## src/rtl/game_pkg.sv

```systemverilog
// Shared game encodings and limits for the goose/bean collision controller.
package game_pkg;

  typedef enum logic [1:0] {
    IDLE = 2'd0,
    RUN  = 2'd1,
    HIT  = 2'd2,
    OVER = 2'd3
  } game_state_t;

  localparam logic [9:0]  V_ACTIVE  = 10'd480;
  localparam logic [13:0] SCORE_MAX = 14'd9999;

endpackage

```

## src/rtl/btn_edge.sv

```systemverilog
// Two-flop synchronizer for the start button followed by a registered
// rising-edge detector; pulse is one clk wide.
module btn_edge (
  input  logic clk,
  input  logic reset,
  input  logic btn,
  output logic pulse
);

  logic sync1, sync2, sync3;

  always_ff @(posedge clk) begin
    if (!reset) begin
      sync1 <= 1'b0;
      sync2 <= 1'b0;
      sync3 <= 1'b0;
      pulse <= 1'b0;
    end else begin
      sync1 <= btn;
      sync2 <= sync1;
      sync3 <= sync2;
      pulse <= sync2 & ~sync3;
    end
  end

endmodule

```

## src/rtl/collision_ctrl.sv

```systemverilog
// Game controller: per-frame goose/bean overlap detection, game FSM, score
// and high score, plus freeze/restart controls for the obstacle renderer.
//
//   state | meaning
//   IDLE  | waiting for the first start press after reset
//   RUN   | game active, clean frames advance the score
//   HIT   | hit-stop freeze, obstacles frozen for HIT_FRAMES frames
//   OVER  | game ended, score held, waiting for a restart press
module collision_ctrl
  import game_pkg::*;
#(
  parameter int HIT_THRESH = 4,
  parameter int HIT_FRAMES = 30,
  parameter int SCORE_DIV  = 6
) (
  input  logic        clk,
  input  logic        reset,
  input  logic        pix_en,
  input  logic [9:0]  x,
  input  logic [9:0]  y,
  input  logic        video_on,
  input  logic        goose,
  input  logic        bean,
  input  logic        start_btn,
  output logic        check_hit,
  output logic        game_rst,
  output logic [1:0]  state,
  output logic [13:0] score,
  output logic [13:0] hi_score
);

  localparam int HW = $clog2(HIT_FRAMES + 1);
  localparam int DW = $clog2(SCORE_DIV + 1);
  localparam logic [HW-1:0] HIT_LAST = HW'(HIT_FRAMES - 1);
  localparam logic [DW-1:0] DIV_LAST = DW'(SCORE_DIV - 1);
  localparam logic [3:0]    THRESH   = 4'(HIT_THRESH);

  game_state_t   st;
  logic          start_pulse;
  logic [9:0]    y_q;
  logic [3:0]    ovl_cnt;
  logic [3:0]    ovl_total;
  logic [HW-1:0] hit_left;
  logic [DW-1:0] div_left;
  logic          frame_tick;
  logic          ovl_px;
  logic          x_unused;

  btn_edge u_btn_edge (
    .clk   (clk),
    .reset (reset),
    .btn   (start_btn),
    .pulse (start_pulse)
  );

  // Column position does not matter for overlap counting.
  assign x_unused   = ^x;
  assign frame_tick = pix_en && (y == V_ACTIVE) && (y_q != V_ACTIVE);
  assign ovl_px     = pix_en & video_on & goose & bean;
  // Includes the current pixel so an overlap on the tick cycle still counts.
  assign ovl_total  = (ovl_px && (ovl_cnt != 4'hF)) ? ovl_cnt + 4'd1 : ovl_cnt;
  assign state      = st;

  always_ff @(posedge clk) begin
    if (!reset) begin
      y_q <= '0;
    end else if (pix_en) begin
      y_q <= y;
    end
  end

  always_ff @(posedge clk) begin
    if (!reset) begin
      st        <= IDLE;
      check_hit <= 1'b0;
      game_rst  <= 1'b0;
      score     <= '0;
      hi_score  <= '0;
      ovl_cnt   <= '0;
      hit_left  <= '0;
      div_left  <= '0;
    end else begin
      game_rst <= 1'b0;
      if (frame_tick) begin
        ovl_cnt <= '0;
      end else if (st == RUN) begin
        ovl_cnt <= ovl_total;
      end

      case (st)
        IDLE, OVER: begin
          if (start_pulse) begin
            st        <= RUN;
            game_rst  <= 1'b1;
            check_hit <= 1'b0;
            score     <= '0;
            div_left  <= DIV_LAST;
            ovl_cnt   <= '0;
          end
        end
        RUN: begin
          if (frame_tick) begin
            if (ovl_total >= THRESH) begin
              st        <= HIT;
              check_hit <= 1'b1;
              hit_left  <= HIT_LAST;
            end else if (div_left == '0) begin
              div_left <= DIV_LAST;
              if (score != SCORE_MAX) score <= score + 14'd1;
            end else begin
              div_left <= div_left - 1'b1;
            end
          end
        end
        HIT: begin
          if (frame_tick) begin
            if (hit_left == '0) begin
              st <= OVER;
              if (score > hi_score) hi_score <= score;
            end else begin
              hit_left <= hit_left - 1'b1;
            end
          end
        end
        default: ;
      endcase
    end
  end

endmodule

```

## config.mk

```make
export PLATFORM = sky130hd
export DESIGN_NAME = collision_ctrl
export DESIGN_NICKNAME = d
export VERILOG_FILES = /design/src/rtl/game_pkg.sv /design/src/rtl/btn_edge.sv /design/src/rtl/collision_ctrl.sv
export SDC_FILE = /design/constraint.sdc
export NUM_CORES = 1
export LEC_CHECK = 0
export ABC_AREA = 1
export BUFFER_PORTS_ARGS = -buffer_cell sky130_fd_sc_hd__buf_4
export CORE_ASPECT_RATIO = 1.25
export CORE_UTILIZATION = 24
export CTS_CLUSTER_DIAMETER = 60
export CTS_CLUSTER_SIZE = 20
export DETAILED_ROUTE_END_ITERATION = 7
export GPL_TIMING_DRIVEN = 0
export PLACE_DENSITY = 0.52
export SLEW_MARGIN = 10
export SYNTH_ARGS = -nofsm -noshare
export SYNTH_HDL_FRONTEND = slang
export SYNTH_SLANG_ARGS = --single-unit
```

## constraint.sdc

```tcl
create_clock -name clk -period 2.05 [get_ports clk]
set_input_delay 0.1025 -clock clk [delete_from_list [all_inputs] [get_ports clk]]
set_output_delay 0.1025 -clock clk [all_outputs]
set_load 0.03 [all_outputs]
```

Word-level counts from Yosys, hierarchy flattened
Index checks and enable logic that the tools add are counted.
W data, S select, Z words.
- output and inout bits: 32
- input bits: 27
- register bits: 58
- order comparisons: 2
- reductions and logical operators: 16
- mux-type cells: 32
- equal/unequal tests: 16
- add/subtract/negate cells: 4
- bitwise gates (word level): 5
- operators by type and width (kind ; number):
    $mux W14 ; 5
    $pmux W14 S2 ; 1
    $mux W4 ; 5
    $mux W5 ; 4
    $add A14 B1 Y14 const B ; 1
    $gt A14 B14 Y1 ; 1
    $ne A14 B14 Y1 const B ; 1
    $mux W3 ; 4
    $reduce_and A4 Y1 ; 3
    $eq A10 B9 Y1 const B ; 1
    $mux W2 ; 5
    $ne A10 B9 Y1 const B ; 1
    $ne A2 B2 Y1 const B ; 5
    $pmux W5 S2 ; 1
    $reduce_and A5 Y1 ; 2
    $ne A2 B1 Y1 const B ; 4
    $pmux W2 S3 ; 1
    $pmux W3 S2 ; 1
    $reduce_and A6 Y1 ; 1
    $logic_not A5 Y1 ; 1
    $sub A5 B1 Y5 const B ; 1
    $add A4 B1 Y4 const B ; 1
    $and A1 B1 Y1 ; 4
    $eq A2 B2 Y1 const B ; 2
    13 further kinds ; 19

Depth between registers and ports, before layout
Gate-level depths: netlist of the first run.
- depth in word-level cells: 9
- gate-level depth with buffers: 13
- mapped depth without buffers: 12

Hierarchy
Synthesis of the first run repeated with hierarchy kept, for this count alone.
- cell total of the unflattened synthesis: 519
- area, all modules: 3399.5 sq um
- modules (own cells, without submodules) (module ; area an instance (sq um) ; cells each ; seq. area each (sq um) ; times used):
    collision_ctrl ; 3290.7 ; 508 ; 1081.0 ; 1
    btn_edge ; 108.9 ; 11 ; 80.1 ; 1

Worst setup path before layout of the first run
Ideal clock, no wire load.
- path kind: reg-to-reg
- from: register hi_score[5]
- to: register hi_score[0]
- library setup time: 112 ps
- period minus slack after synthesis: 1973 ps
- slack: 77 ps
- stages on the path, launching flop included: 13
- arrival time: 1861 ps
- cell sequence: dfxtp_1 inv_1 ha_1 nand2_1 nor2_1 o21ai_0 o211ai_1 nand2_1 nand2_1 clkbuf_1 nand3_1 nand2_1 nor2_1
- word-level cells in the longest chain between the ends: 2
- ends and longest elaborated chain (what ; line ; text):
    from (decl) ; collision_ctrl.sv:29 ; output logic [13:0] hi_score
    from (signal assigned) ; collision_ctrl.sv:119 ; if (score > hi_score) hi_score <= score;
    $gt A14 B14 Y1 ; collision_ctrl.sv:119 ;
    $reduce_and A4 Y1 (no source line) ; - ;
No other way between the ends.
A chain may end at the register's enable or synchronous reset.

Final worst setup path of the first run
- from: register score[2]
- to: register hi_score[3]
- word-level cells in the longest chain between the ends: 2
- ends and longest elaborated chain (what ; line ; text):
    from (decl) ; collision_ctrl.sv:28 ; output logic [13:0] score,
    from (signal assigned) ; collision_ctrl.sv:109 ; if (score != SCORE_MAX) score <= score + 14'd1;
    $gt A14 B14 Y1 ; collision_ctrl.sv:119 ;
    $reduce_and A4 Y1 (no source line) ; - ;
No other way between the ends.

==> reports/qor.csv, run 1 <==
metric;value;unit
Ant. Diodes;0;
die span in x;109.2;um
Pwr Density;1472;nW/um^2
vias post-DR;3577;
Port Buffer Count;47;
number of enable flip-flop cells after synthesis;0;
Synth Net Count;586;
Tcrit/Tclk final;93.03;%
WP data required;2.32;ns
Syn Area/Cell;6.414;sq um
overall routing resource usage;14.31;%
Netlist cell types;30;
critical path class;reg2reg;
I/O pins;59;
gr ovfl total;0;
ys async rst share;0;%
Mapped Cells;537;
Final Critical Period;1.907;ns
vias in the first global route;3455;
clk_skew;0.008277;ns
Vias/cell;4.580;
Fin. Hold Viols;0;
Worst IR Drop VDD;0.0007998;V
Routed Antenna Nets;0;
critical path endpoint category;flip-flop;
Lkg Pwr;2.011;nW
Tightest Pin Transition;0.5287;ns
Pwr Total;6.610;mW
largest stage delay on the critical path;0.38;ns
commonest register cell after synthesis;dfxtp_1;
area growth from synthesis to layout;30.40;%
worst rel slew slack;64.75;%
Routed WL;10020;um
post-detail-place hpwl;7630;um
global-route wire length before repair;16280;um
htree depth;3;
total of max-cap violations;0;
Seq cells post-synth;58;
layout cells sized above 1;17.33;%
Post-Syn Area;3445;sq um
outcome;finished clean;
R2R cell count;12;
Core Area;13930;sq um
clock tree sinks;58;
CTS tree;yes;
Root Buffer;clkbuf_16;
worst hold slack;0.01134;ns
f_max;524.4;MHz
CP most frequent cell;nand2_1;
fin nets;650;
critical path arrival;2.17;ns
die area;14840;sq um
initial core utilization;24.72;%
CP Launch Type;flip-flop;
critical path fanouts, max;10;
Fillers;1520;
CP cell instances;ha_1, nand2_1, nor2_2, o21ai_0, o211ai_1, nand2_1, nand2_2, nand2_1, inv_2, buf_8, nor2_1, nor2_1;
Synthesis Warnings;0;
initial antenna violation count;0;
initial detailed-routing violation count;169;
RSZ-0062 raised after global routing;true;
final setup fails;0;
Pre-antenna DRT Iters;5;
final slew viol count;0;
Worst-Skew Late Latency;0.34;ns
Hold Path Class;in2reg;
CTS max path bufs;2;
Hold Path Depth;3;
Die Y;135.9;um
DRC;0;
GPL Wtd Cong;0.8608;
critical path's slowest cell;dfxtp_1;
wire per inst;12.83;um
Core Rows;48;
largest net degree at the start of global routing;11;
cts bufs inserted;9;
CTS clk-pin slew, worst paths;0.05;ns
register area share after synthesis;33.71;%
-- worst max-delay path: cells and delay by family, from the launching register on --
| kind | cells | cell delay (ns) |
|---|---|---|
| AO/OA/AOI/OAI | 2 | 0.27 |
| flip-flops | 1 | 0.38 |
| buffers and inverters | 2 | 0.23 |
| AND/OR/NAND/NOR | 7 | 0.65 |
| adder cells (fa/ha/maj) | 1 | 0.31 |
-- what timing repair did --
item | in CTS | in global routing
buffers inserted | 0 | 4
pin swaps | 1 | 7
resized for setup | 8 | 25
setup endpoints to repair | 12 | 33
hold buffers | 2 | 0
hold endpoints to repair | 2 | 0
-- path summary, 6_finish.rpt --
kind,slack (ns),end,from
worst min-delay path,0.01,y_q[4],y[4]
worst max-delay path,0.14,hi_score[3],score[2]
worst max register to register,0.14,hi_score[3],score[2]
worst min register to register,0.38,u_btn_edge.pulse,u_btn_edge.sync3
-- logic make-up after synthesis --
logic type                 count (synthesis)  synth area share [%]
adders and majority gates                 22                 7.991
and+or+nand+nor                          316                 39.70
AOI/OAI and AO/OA                         54                 8.464
DFF                                       58                 33.71
xor gates and xnor gates                   1                0.2543
buffers and inverters                     86                 9.880
-- synth_stat cells (4+ instances only) --
library cell | n | area [sq um]
nand2_1 | 129 | 484.2
nor2_1 | 106 | 397.9
inv_1 | 68 | 255.2
dfxtp_1 | 58 | 1161
nand3_1 | 43 | 215.2
a21oi_1 | 23 | 115.1
ha_1 | 22 | 275.3
o21ai_0 | 22 | 110.1
nand4_1 | 20 | 125.1
clkbuf_1 | 9 | 33.78
nor3_1 | 5 | 25.02
nand2_2 | 4 | 25.02
-- layout make-up --
type	instances	area (sq um)	share of cell area, %
multi-input cells	393	1987	44.23
flip-flops and latches	58	1174	26.13
repair buffers	53	402.9	8.969
clock buffers	12	266.5	5.933
inverters	70	266.5	5.933
well taps	175	219.0	4.875
plain buffers	16	103.9	2.312
clock inverters	4	72.57	1.616
-- where the power goes --
part | switching [mW] | leakage, nW | internal [mW]
clock network | 0.542 | 0.165 | 1.16
logic | 2.14 | 1.37 | 1.17
registers | 0.273 | 0.477 | 1.33
total | 2.95 | 2.01 | 3.66
-- cell usage in the layout, fill, tap and decap left out, types with 3 or more instances in the layout --
cell / n
nor3_1: 5
nand2_1: 128
clkbuf_8: 4
a21oi_1: 23
clkbuf_1: 6
nor2_1: 103
dfxtp_1: 48
dfxtp_2: 10
nand3_1: 43
nand4_1: 20
nor2_4: 3
and2_1: 3
buf_4: 53
nand2_2: 5
o211ai_1: 3
clkbuf_16: 9
ha_1: 20
nor2_2: 3
o21ai_0: 21
inv_1: 68
-- sequential cells by signal, summed over array words and instances, names as in the netlist --
| register | flops |
|---|---|
| u_btn_edge.sync3 | 1 |
| u_btn_edge.sync1 | 1 |
| game_rst | 1 |
| hi_score | 14 |
| u_btn_edge.sync2 | 1 |
| y_q | 10 |
| check_hit | 1 |
| state | 2 |
| div_left | 3 |
| hit_left | 5 |
| score | 14 |
| ovl_cnt | 4 |
| u_btn_edge.pulse | 1 |
-- layer usage --
metal,GRT usage [%],share of wire [%]
met1,16.43,43
met2,25.09,51
met3,3.452,4.1
met4,5.706,1.3
met5,0,0
-- metrics by stage --
step                cells   TNS, ns  setup slack [ns]  util [%]  area [sq um]
global placement      759    -2.582           -0.2758     28.83          4016
finish                781         0            0.1429     32.24          4492
CTS                   777         0          0.007021     31.55          4395
global route          781  -0.07371          -0.02629     32.24          4492
floorplan             537         0           0.07683         -          3445
detailed placement    759    -2.488           -0.2641     28.83          4016
(Power assumes the default switching activity.)
==> inputs of run 2 (changes only) <==
Settings changed: MAX_ROUTING_LAYER from default to met4.
==> run 2 against run 1 <==
  * Clock power decreased by 11%
  * Fmax increased by 1.2%
  * Sequential cell count unchanged
  * Die area unchanged
  * Total power decreased by 3.2%
  * Critical path type unchanged
==> reports/qor.csv, run 2 (synthesized netlist as in run 1, its figures left out) <==
metric;value;unit;change
Lkg Pwr;1.971;nW;-2.0%
vias post-DR;3574;;-0.084%
clock tree sinks;58;;unchanged
CP startpoint;score[13];;
initial core utilization;24.72;%;unchanged
Fin. Hold Viols;0;;unchanged
critical path class;reg2reg;;
Routed Antenna Nets;0;;unchanged
Ant. Diodes;0;;unchanged
Fillers;1572;;+3.4%
f_max;530.5;MHz;+1.2%
critical path arrival;2.12;ns;-0.05 ns
worst hold slack;0.007479;ns;-0.003863 ns
critical path's slowest cell;dfxtp_1;;
Worst-Skew Late Latency;0.34;ns;about the same
most frequent cells in the layout;nand2_1 (128), nor2_1 (103), inv_1 (68);;
overall routing resource usage;15.20;%;+0.89 points
htree depth;3;;unchanged
CP Launch Type;flip-flop;;
largest stage delay on the critical path;0.49;ns;+0.11 ns
worst rel slew slack;63.25;%;-1.5 points
final slew viol count;0;;unchanged
WP data required;2.29;ns;-0.03 ns
Die Y;135.9;um;unchanged
CP most frequent cell;nand2_1;;
reg2reg setup slack;0.16;ns;+0.02 ns
clk_skew;0.006346;ns;-0.001931 ns
Final Critical Period;1.885;ns;-0.02197 ns
Port Buffer Count;47;;unchanged
Core Rows;48;;unchanged
Pre-antenna DRT Iters;4;;-1
commonest non-fill, non-tap cell in the layout;nand2_1;;
vias in the first global route;3518;;+1.8%
I/O pins;59;;unchanged
CTS clk-pin slew, worst paths;0.05;ns;about the same
largest net degree at the start of global routing;12;;+1
DRC;0;;unchanged
Vias/cell;4.582;;about the same
DP Worst Slack;-0.2910;ns;-0.02683 ns
critical path fanouts, max;10;;unchanged
Worst IR Drop VDD;0.0005276;V;-34%
FF/Latch Area;1172;sq um;-0.11%
global-route wire length before repair;16750;um;+2.9%
GPL Wtd Cong;0.8748;;+1.6%
TNS Setup;0;ns;unchanged
wire per inst;12.94;um;+0.90%
final worst setup slack;0.1649;ns;+0.02197 ns
CP Depth;10;;-2
Tightest Pin Transition;0.5513;ns;+0.02253 ns
die span in x;109.2;um;unchanged
Pwr Density;1448;nW/um^2;-1.6%
cts bufs inserted;9;;unchanged
Hold Path Class;in2reg;;
critical path endpoint category;flip-flop;;
post-detail-place hpwl;7739;um;+1.4%
CTS max path bufs;2;;unchanged
worst r2r dst;hi_score[5];;
Root Buffer;clkbuf_16;;
area of the multi-input gates;1966;sq um;-1.1%
final setup fails;0;;unchanged
outcome;finished clean;;
CP cell instances;ha_1, nand2_1, inv_1, nand4_1, o21ai_1, nor2_2, buf_4, nand3_1, nand2_1, nor2_1;;
reg2reg start;score[13];;
Cell Area, Placed;4016;sq um;unchanged
layout cells sized above 1;16.86;%;-0.47 points
area growth from synthesis to layout;28.26;%;
gr ovfl total;0;;unchanged
Buf/Inv on CP;2;;unchanged
Tcrit/Tclk final;91.96;%;-1.1 points
CTS tree;yes;;
R2R cell count;10;;-2
Top delay family on crit path;simple AND/OR/NAND/NOR gates;;
post-route cell area;4418;sq um;-1.6%
initial detailed-routing violation count;217;;+28%
initial antenna violation count;0;;unchanged
Routed WL;10100;um;+0.77%
CP Capture Point;hi_score[5];;
total of max-cap violations;0;;unchanged
Regs by FF count;hi_score: 14 flops, score: 14 flops, y_q: 10 flops;;
die area;14840;sq um;unchanged
fin nets;649;;-0.15%
Core Area;13930;sq um;unchanged
## run 2: how the worst min path moves through the flow
stage / depth (start not counted) / endpoint / startpoint
finish: 3 / y_q[3] / y[3]
CTS: 3 / y_q[3] / y[3]
global placement: 3 / u_btn_edge.sync1 / start_btn
global route: 3 / y_q[8] / y[8]
floorplan: 2 / u_btn_edge.sync1 / start_btn
detailed placement: 3 / u_btn_edge.sync1 / start_btn
## run 2: cell type report
class | instances | share of cell area [%]
Clock buffer | 9 | 5.098
Sequential cell | 58 | 26.54
Multi-Input combinational cell | 393 | 44.49
Buffer | 16 | 2.351
Clock inverter | 7 | 1.586
Inverter | 70 | 6.032
Timing Repair Buffer | 52 | 8.949
Tap cell | 175 | 4.956
## run 2: worst min-delay path, stage by stage
cell and delay (ns):
buf_4 0.09, nor2_1 0.04, nor2_1 0.08
## run 2: metrics by stage
stage               power (mW)  util (%)  cells
global placement         4.627     28.83    759
detailed placement       4.647     28.83    759
finish                   6.397     31.71    780
global route             6.922     31.71    780
CTS                      6.345     31.29    778
floorplan                3.696         -    537
## run 2: metal layers
layer	vias up	track usage [%]	wire length [um]
met5	-	-	0
met4	0	8.183	314
met3	20	2.157	333
met2	73	25.65	5068
met1	1638	17.13	4380
li1	1843	-	-
## run 2: repair_timing
item / CTS / global route
hold buffers: 2 / 0
hold endpoints to repair: 2 / 0
pin swaps: 2 / 5
buffers inserted: 1 / 2
resized for setup: 8 / 22
endpoints found under the setup margin: 11 / 37
## run 2: where the power goes
| part | switching, mW | total (mW) | internal, mW |
|---|---|---|---|
| clock | 0.576 | 1.51 | 0.934 |
| combinational | 2.12 | 3.28 | 1.17 |
| sequential | 0.272 | 1.60 | 1.33 |
| total | 2.97 | 6.40 | 3.43 |
